<file path="src/rtl/mem_stage.sv">
`timescale 1ns/1ps
// -----------------------------------------------------------------------------
// mem_stage -- RV32I memory pipeline stage (EX/MEM -> MEM/WB)
//
// Non-memory instructions pass straight to the MEM/WB outputs with one cycle
// of latency. Loads and stores are captured in IDLE, then issued from ACCESS
// until dmem_ack. The upstream stages are stalled while the access is
// outstanding.
//
// Optional feature macro: MISALIGN_TRAP_EN
//   When defined, a misaligned LH/LHU/SH (addr[0]=1) or LW/SW (addr[1:0]!=0)
//   is not issued. Instead, trap pulses for one cycle.
//   When undefined, the trap port does not exist. Misaligned accesses then use
//   the aligned word, and bytes beyond bit 31 are dropped.
//
// Ports
//   clk, rst            : clock, synchronous active-high reset
//   i_valid             : EX/MEM holds a live instruction
//   rs_2, rd_num        : store data, destination register
//   alu_out             : effective address or ALU result
//   opcode, func_3      : RV32I opcode and access width/sign
//   op_type             : instruction writes rd
//   dmem_req/we/addr/wdata/be : registered data-memory request
//   dmem_ack, dmem_rdata      : memory completion and read word
//   stall               : hold upstream stages
//   wb_valid/rd_num/data/we   : registered MEM/WB outputs
//   trap                : misaligned-access pulse (MISALIGN_TRAP_EN only)
// -----------------------------------------------------------------------------
module mem_stage (
    input  logic        clk,
    input  logic        rst,
    input  logic        i_valid,
    input  logic [31:0] rs_2,
    input  logic [4:0]  rd_num,
    input  logic [31:0] alu_out,
    input  logic [6:0]  opcode,
    input  logic [2:0]  func_3,
    input  logic        op_type,
    output logic        dmem_req,
    output logic        dmem_we,
    output logic [31:0] dmem_addr,
    output logic [31:0] dmem_wdata,
    output logic [3:0]  dmem_be,
    input  logic        dmem_ack,
    input  logic [31:0] dmem_rdata,
    output logic        stall,
    output logic        wb_valid,
    output logic [4:0]  wb_rd_num,
    output logic [31:0] wb_data,
    output logic        wb_we
`ifdef MISALIGN_TRAP_EN
    ,
    output logic        trap
`endif
);

    localparam logic [6:0] OP_LOAD  = 7'b0000011;
    localparam logic [6:0] OP_STORE = 7'b0100011;

    typedef enum logic {ST_IDLE = 1'b0, ST_ACCESS = 1'b1} state_t;

    state_t      r_state;
    logic [4:0]  r_rd;
    logic [2:0]  r_f3;
    logic [1:0]  r_lane;
    logic        r_store;

    logic        w_is_load;
    logic        w_is_store;
    logic        w_is_mem;
    logic        w_trap;
    logic [3:0]  w_be;
    logic [31:0] w_wdata;
    logic [7:0]  w_byte;
    logic [15:0] w_half;
    logic [31:0] w_load_data;

    assign w_is_load  = (opcode == OP_LOAD);
    assign w_is_store = (opcode == OP_STORE);
    assign w_is_mem   = w_is_load | w_is_store;

`ifdef MISALIGN_TRAP_EN
    // A half access is misaligned on an odd address. A word access is
    // misaligned on any non-zero offset.
    assign w_trap = w_is_mem &&
                    ((((func_3 == 3'b001) || (func_3 == 3'b101)) && alu_out[0]) ||
                     ((func_3 == 3'b010) && (alu_out[1:0] != 2'b00)));
`else
    assign w_trap = 1'b0;
`endif

    // Byte enables and lane-replicated write data for the access being accepted.
    always_comb begin
        w_be    = 4'b0000;
        w_wdata = rs_2;
        if (w_is_store) begin
            case (func_3)
                3'b000: begin
                    w_be    = 4'b0001 << alu_out[1:0];
                    w_wdata = {4{rs_2[7:0]}};
                end
                3'b001: begin
                    // Shifting into a 4-bit result drops the lane beyond bit 31.
                    w_be    = 4'b0011 << alu_out[1:0];
                    w_wdata = {2{rs_2[15:0]}};
                end
                3'b010: begin
                    w_be    = 4'b1111;
                    w_wdata = rs_2;
                end
                default: begin
                    w_be    = 4'b0000;
                    w_wdata = rs_2;
                end
            endcase
        end else begin
            w_be    = 4'b1111;
            w_wdata = rs_2;
        end
    end

    // Lane extraction from the read word. A half at lane 3 has no upper byte.
    always_comb begin
        case (r_lane)
            2'd0:    w_byte = dmem_rdata[7:0];
            2'd1:    w_byte = dmem_rdata[15:8];
            2'd2:    w_byte = dmem_rdata[23:16];
            2'd3:    w_byte = dmem_rdata[31:24];
            default: w_byte = 8'h00;
        endcase
        case (r_lane)
            2'd0:    w_half = dmem_rdata[15:0];
            2'd1:    w_half = dmem_rdata[23:8];
            2'd2:    w_half = dmem_rdata[31:16];
            2'd3:    w_half = {8'h00, dmem_rdata[31:24]};
            default: w_half = 16'h0000;
        endcase
    end

    // Sign/zero extension of the selected lane. Reserved widths return zero.
    always_comb begin
        case (r_f3)
            3'b000:  w_load_data = {{24{w_byte[7]}}, w_byte};
            3'b001:  w_load_data = {{16{w_half[15]}}, w_half};
            3'b010:  w_load_data = dmem_rdata;
            3'b100:  w_load_data = {24'h000000, w_byte};
            3'b101:  w_load_data = {16'h0000, w_half};
            default: w_load_data = 32'h00000000;
        endcase
    end

    // Stall covers the accept cycle of an issued access and every ACCESS cycle
    // up to, but not including, the ack cycle.
    assign stall = !rst &&
                   (((r_state == ST_IDLE) && i_valid && w_is_mem && !w_trap) ||
                    ((r_state == ST_ACCESS) && !dmem_ack));

    // Stage FSM with registered memory-request and write-back outputs.
    always_ff @(posedge clk) begin
        if (rst) begin
            r_state    <= ST_IDLE;
            r_rd       <= 5'd0;
            r_f3       <= 3'd0;
            r_lane     <= 2'd0;
            r_store    <= 1'b0;
            dmem_req   <= 1'b0;
            dmem_we    <= 1'b0;
            dmem_be    <= 4'b0000;
            dmem_addr  <= 32'h00000000;
            dmem_wdata <= 32'h00000000;
            wb_valid   <= 1'b0;
            wb_we      <= 1'b0;
            wb_rd_num  <= 5'd0;
            wb_data    <= 32'h00000000;
`ifdef MISALIGN_TRAP_EN
            trap       <= 1'b0;
`endif
        end else begin
            wb_valid <= 1'b0;
`ifdef MISALIGN_TRAP_EN
            trap     <= 1'b0;
`endif
            case (r_state)
                ST_IDLE: begin
                    if (i_valid) begin
                        if (!w_is_mem) begin
                            wb_valid  <= 1'b1;
                            wb_data   <= alu_out;
                            wb_rd_num <= rd_num;
                            wb_we     <= op_type && (rd_num != 5'd0);
                        end else if (w_trap) begin
`ifdef MISALIGN_TRAP_EN
                            trap <= 1'b1;
`endif
                        end else begin
                            r_rd       <= rd_num;
                            r_f3       <= func_3;
                            r_lane     <= alu_out[1:0];
                            r_store    <= w_is_store;
                            dmem_req   <= 1'b1;
                            dmem_we    <= w_is_store;
                            dmem_be    <= w_be;
                            dmem_addr  <= {alu_out[31:2], 2'b00};
                            dmem_wdata <= w_wdata;
                            r_state    <= ST_ACCESS;
                        end
                    end else begin
                        r_state <= ST_IDLE;
                    end
                end
                ST_ACCESS: begin
                    if (dmem_ack) begin
                        dmem_req  <= 1'b0;
                        wb_valid  <= 1'b1;
                        wb_rd_num <= r_rd;
                        wb_we     <= !r_store && (r_rd != 5'd0);
                        wb_data   <= r_store ? 32'h00000000 : w_load_data;
                        r_state   <= ST_IDLE;
                    end else begin
                        r_state <= ST_ACCESS;
                    end
                end
                default: r_state <= ST_IDLE;
            endcase
        end
    end

endmodule

</file>
<file path="config.mk">
export PLATFORM = sky130hd
export DESIGN_NAME = mem_stage
export DESIGN_NICKNAME = d
export VERILOG_FILES = /design/src/rtl/mem_stage.sv
export SDC_FILE = /design/constraint.sdc
export NUM_CORES = 1
export LEC_CHECK = 0
export CORE_MARGIN = 1
export CORE_UTILIZATION = 47
export DETAILED_ROUTE_END_ITERATION = 16
export GPL_TIMING_DRIVEN = 0
export PLACE_DENSITY = 0.95
export SYNTH_ARGS = -nofsm -noshare
export SYNTH_HDL_FRONTEND = slang
export SYNTH_SLANG_ARGS = --single-unit
</file>
<file path="constraint.sdc">
create_clock -name clk -period 3.05 [get_ports clk]
set_clock_uncertainty 0.1 [all_clocks]
set_input_delay 0.7625 -clock clk [delete_from_list [all_inputs] [get_ports clk]]
set_output_delay 0.7625 -clock clk [all_outputs]
set_load 0.05 [all_outputs]
</file>
==> flow_summary.yaml <==
place:
  dp_hpwl_um: 15000
  dpl-instance-area_um2: 7890
  gp_congestion: 0.967
  io_buffers: 222
pwr:
  power.density_cell_area_nw_per_um2: 487
  fin_total_pwr_mw: 4.14
  power.leakage_nw: 3.03
  power.ir.vdd_worst_uv: 371
setup_path:
  worstPathRequired_ns: 2.19
  worstPathArrival_ns: 2.08
  critPathLaunchType: "input port"
  path_class: "in -> out"
  category_of_the_worst_setup_path_capture_point: "output port"
  startpoint: "rst"
  reg2reg_setup_slack_ns: 0.80
  cp_max_fanout: 10
  worst-r2r-cell-count: 7
  rr_endpoint: "dmem_addr[15]"
  rr_startpoint: "r_state"
detailed_routing:
  dr_total_vias: 6311
  via_per_inst: 5.76
  routed_wl_um: 20100
  detailedRoute.firstPassIterationCount: 6
  post_detailed_route_drc_marker_count: 0
  ant_nets: 0
  wire_per_inst_um: 18.4
  initialDrtViolationCount: 523
floorplanning:
  design.die.area_um2: 12100
  placement_rows: 39
  start_util_pct: 48.2
  die_w_um: 110
  core_um2: 11400
  top_level_ports: 226
  die_h_um: 110
synthesis:
  yosysWarnings: 0
  synth_compound_gate_area_share_pct: 22.8
  synth_simple_gate_area_share_pct: 22.3
  synth_seq_area_share_pct: 43.1
  synth_edf_count: 0
  top_count_cell_post_synth: "sky130_fd_sc_hd__nand2_1"
  largest_area_contributor_in_the_synthesized_netlist: "sky130_fd_sc_hd__dfxtp_1"
  dominant_synthesized_flop_cell: "sky130_fd_sc_hd__dfxtp_1"
  post_synth_main_area_contributors: "sky130_fd_sc_hd__dfxtp_1 (43%), sky130_fd_sc_hd__nand2_1 (8.5%), sky130_fd_sc_hd__a211oi_1 (6.4%)"
  synth.cell_area_um2: 5480
  post_synth_inst_count: 696
  post_synth.cell_area_avg_um2: 7.88
  synthXorXnorAreaFrac_pct: 0
  synth-async-reset-ratio_pct: 0
  post_synth_fa_ha_maj_area_fraction_pct: 0
  synth_top_area_share_pct: 43.1
  ys_top_cells_by_count: "sky130_fd_sc_hd__nand2_1 (124), sky130_fd_sc_hd__dfxtp_1 (118), sky130_fd_sc_hd__nor2_1 (91)"
  synth_top_family_by_area: "compound AO/OA/AOI/OAI gates"
  synthDistinctLibCells: 47
  synth-seq-cells: 118
  muxShareOfSynthArea_pct: 6.00
finish:
  areaGrowthSynthToFinish_pct: 55.2
  post-route-util_pct: 74.8
  finalInstanceArea_um2: 8510
  antenna_cells_inserted: 0
  layout.nets: 1056
  post_route_cells_drive_above_1_share_pct: 8.71
clock_network:
  clock_path_buffers: 2
  insertion_delay_ns: 0.41
  tritoncts_clock_tree: "built"
  ctsHtreeMaxLevel: 4
  cts_root_buf: "sky130_fd_sc_hd__clkbuf_16"
  cts.reportedPaths.clkPinSlew_ns: 0.05
  cts_sinks: 118
  tritoncts.num_buffers: 17
global_routing:
  grt_antenna_before_repair: 0
  maximum_number_of_pins_on_one_net_before_global_route_repair: 17
  first_global_vias: 5981
  grtUsageTotal_pct: 34.0
  globalRouteOverflowTotal: 0
  grt_pass1_wl_um: 30700
hold_path:
  hold_path_end: "dmem_addr[6]"
  min_path_cells: 2
  hold_path_origin: "dmem_addr[6]"
  min_path_type: "reg -> reg"
sta:
  timing.max_slew.rel_slack_pct: 57.0
  timing_hold_violations_final: 0
  highest_clock_rate_mhz: 339
  final.min_clock_period_ns: 2.95
  timing.hold.ws_ns: 0.351
  final_min_period_over_clock_period_pct: 96.6
  timing.final.max_slew_violations: 0
  rsz_0062_raised_after_global_routing: "no"
  worst_slew_pin_slew_ns: 0.646
  report.final.setup_viol: 0
run:
  timing.max_cap.violations: 0
status:
  outcome: "complete, no violations"
[registers in the layout, summed over array words and instances, names as in the netlist]
name,cells
wb_data,32
dmem_req,1
r_f3,3
wb_valid,1
dmem_wdata,32
r_state,1
wb_we,1
r_lane,2
r_store,1
wb_rd_num,5
dmem_be,4
r_rd,5
dmem_addr,30
[layout by cell type (no fill, tap or decap), types with 6 or more instances in the layout]
| cell | synthesis | routed |
|---|---|---|
| sky130_fd_sc_hd__a211oi_1 | 47 | 47 |
| sky130_fd_sc_hd__a21oi_1 | 70 | 69 |
| sky130_fd_sc_hd__a22oi_1 | 13 | 13 |
| sky130_fd_sc_hd__a31oi_1 | 16 | 16 |
| sky130_fd_sc_hd__buf_2 | 15 | 16 |
| sky130_fd_sc_hd__buf_4 | 5 | 8 |
| sky130_fd_sc_hd__clkbuf_1 | 31 | 31 |
| sky130_fd_sc_hd__clkbuf_16 | 0 | 17 |
| sky130_fd_sc_hd__clkdlybuf4s50_1 | 0 | 217 |
| sky130_fd_sc_hd__clkinv_2 | 0 | 6 |
| sky130_fd_sc_hd__dfxtp_1 | 118 | 118 |
| sky130_fd_sc_hd__inv_1 | 8 | 8 |
| sky130_fd_sc_hd__mux2_2 | 7 | 7 |
| sky130_fd_sc_hd__mux2i_1 | 25 | 25 |
| sky130_fd_sc_hd__nand2_1 | 124 | 123 |
| sky130_fd_sc_hd__nand2b_1 | 7 | 7 |
| sky130_fd_sc_hd__nor2_1 | 91 | 91 |
| sky130_fd_sc_hd__nor2b_1 | 11 | 11 |
| sky130_fd_sc_hd__nor3_1 | 22 | 22 |
| sky130_fd_sc_hd__o21ai_0 | 29 | 29 |
[cell type report]
| cell class | instances | area, um^2 |
|---|---|---|
| buffer | 58 | 280 |
| clock inverter | 14 | 136 |
| timing repair buffer | 225 | 2240 |
| sequential | 118 | 2360 |
| fill | 844 | 2860 |
| tap | 143 | 179 |
| multi-input combinational | 512 | 2850 |
| clock buffer | 18 | 429 |
| inverter | 8 | 30.0 |
[power breakdown]
part	switching, mW	internal, mW	leakage, nW
combinational	0.354	0.266	1.80
clock	0.720	1.19	0.267
sequential	0.0244	1.59	0.961
[metrics by stage]
step	TNS [ns]	cells	setup slack (ns)
6_report	0	1096	0.103
3_5_place_dp	-11.18	1062	-1.21
4_1_cts	0	1097	0.0375
5_1_grt	0	1096	0.00565
2_1_floorplan	0	697	0.0667
3_3_place_gp	-8.55	1062	-1.22
[cell families after synthesis]
logic type | after synthesis
and+or+nand+nor | 279
AOI/OAI and AO/OA | 199
DFF | 118
buffers and inverters | 67
muxes | 32
other | 1
[worst max path at each step]
stage	endpoint	slack [ns]	depth (start not counted)
after CTS	stall	0.04	7
after global placement	stall	-1.22	7
after global routing	stall	0.006	5
final	stall	0.10	5
after detailed placement	stall	-1.21	7
after floorplan	stall	0.07	5
[critical path: stages]
cell and delay, ns:
sky130_fd_sc_hd__clkbuf_1 0.31, sky130_fd_sc_hd__clkbuf_1 0.46, sky130_fd_sc_hd__buf_2 0.34, sky130_fd_sc_hd__a21oi_4 0.05, sky130_fd_sc_hd__buf_6 0.15
[routing by layer]
layer	track usage, %	wire [um]	vias up	part of all wire, %
met4	18.6	781	0	3.9
li1	-	-	2936	-
met1	38.4	7540	2916	37
met2	57.4	9800	389	49
met3	10.1	2010	70	10
met5	0	0	-	0
[timing repair]
item / 4_1_cts / 5_1_grt
resized for setup: 20 / 2
cloned: 0 / 0
endpoints found under the hold margin: 0 / 0
setup endpoints to repair: 1 / 1
pin swaps: 2 / 3
hold buffers: 0 / 0
setup buffers: 3 / 0
Note: power is estimated with default switching activity, not from simulation.
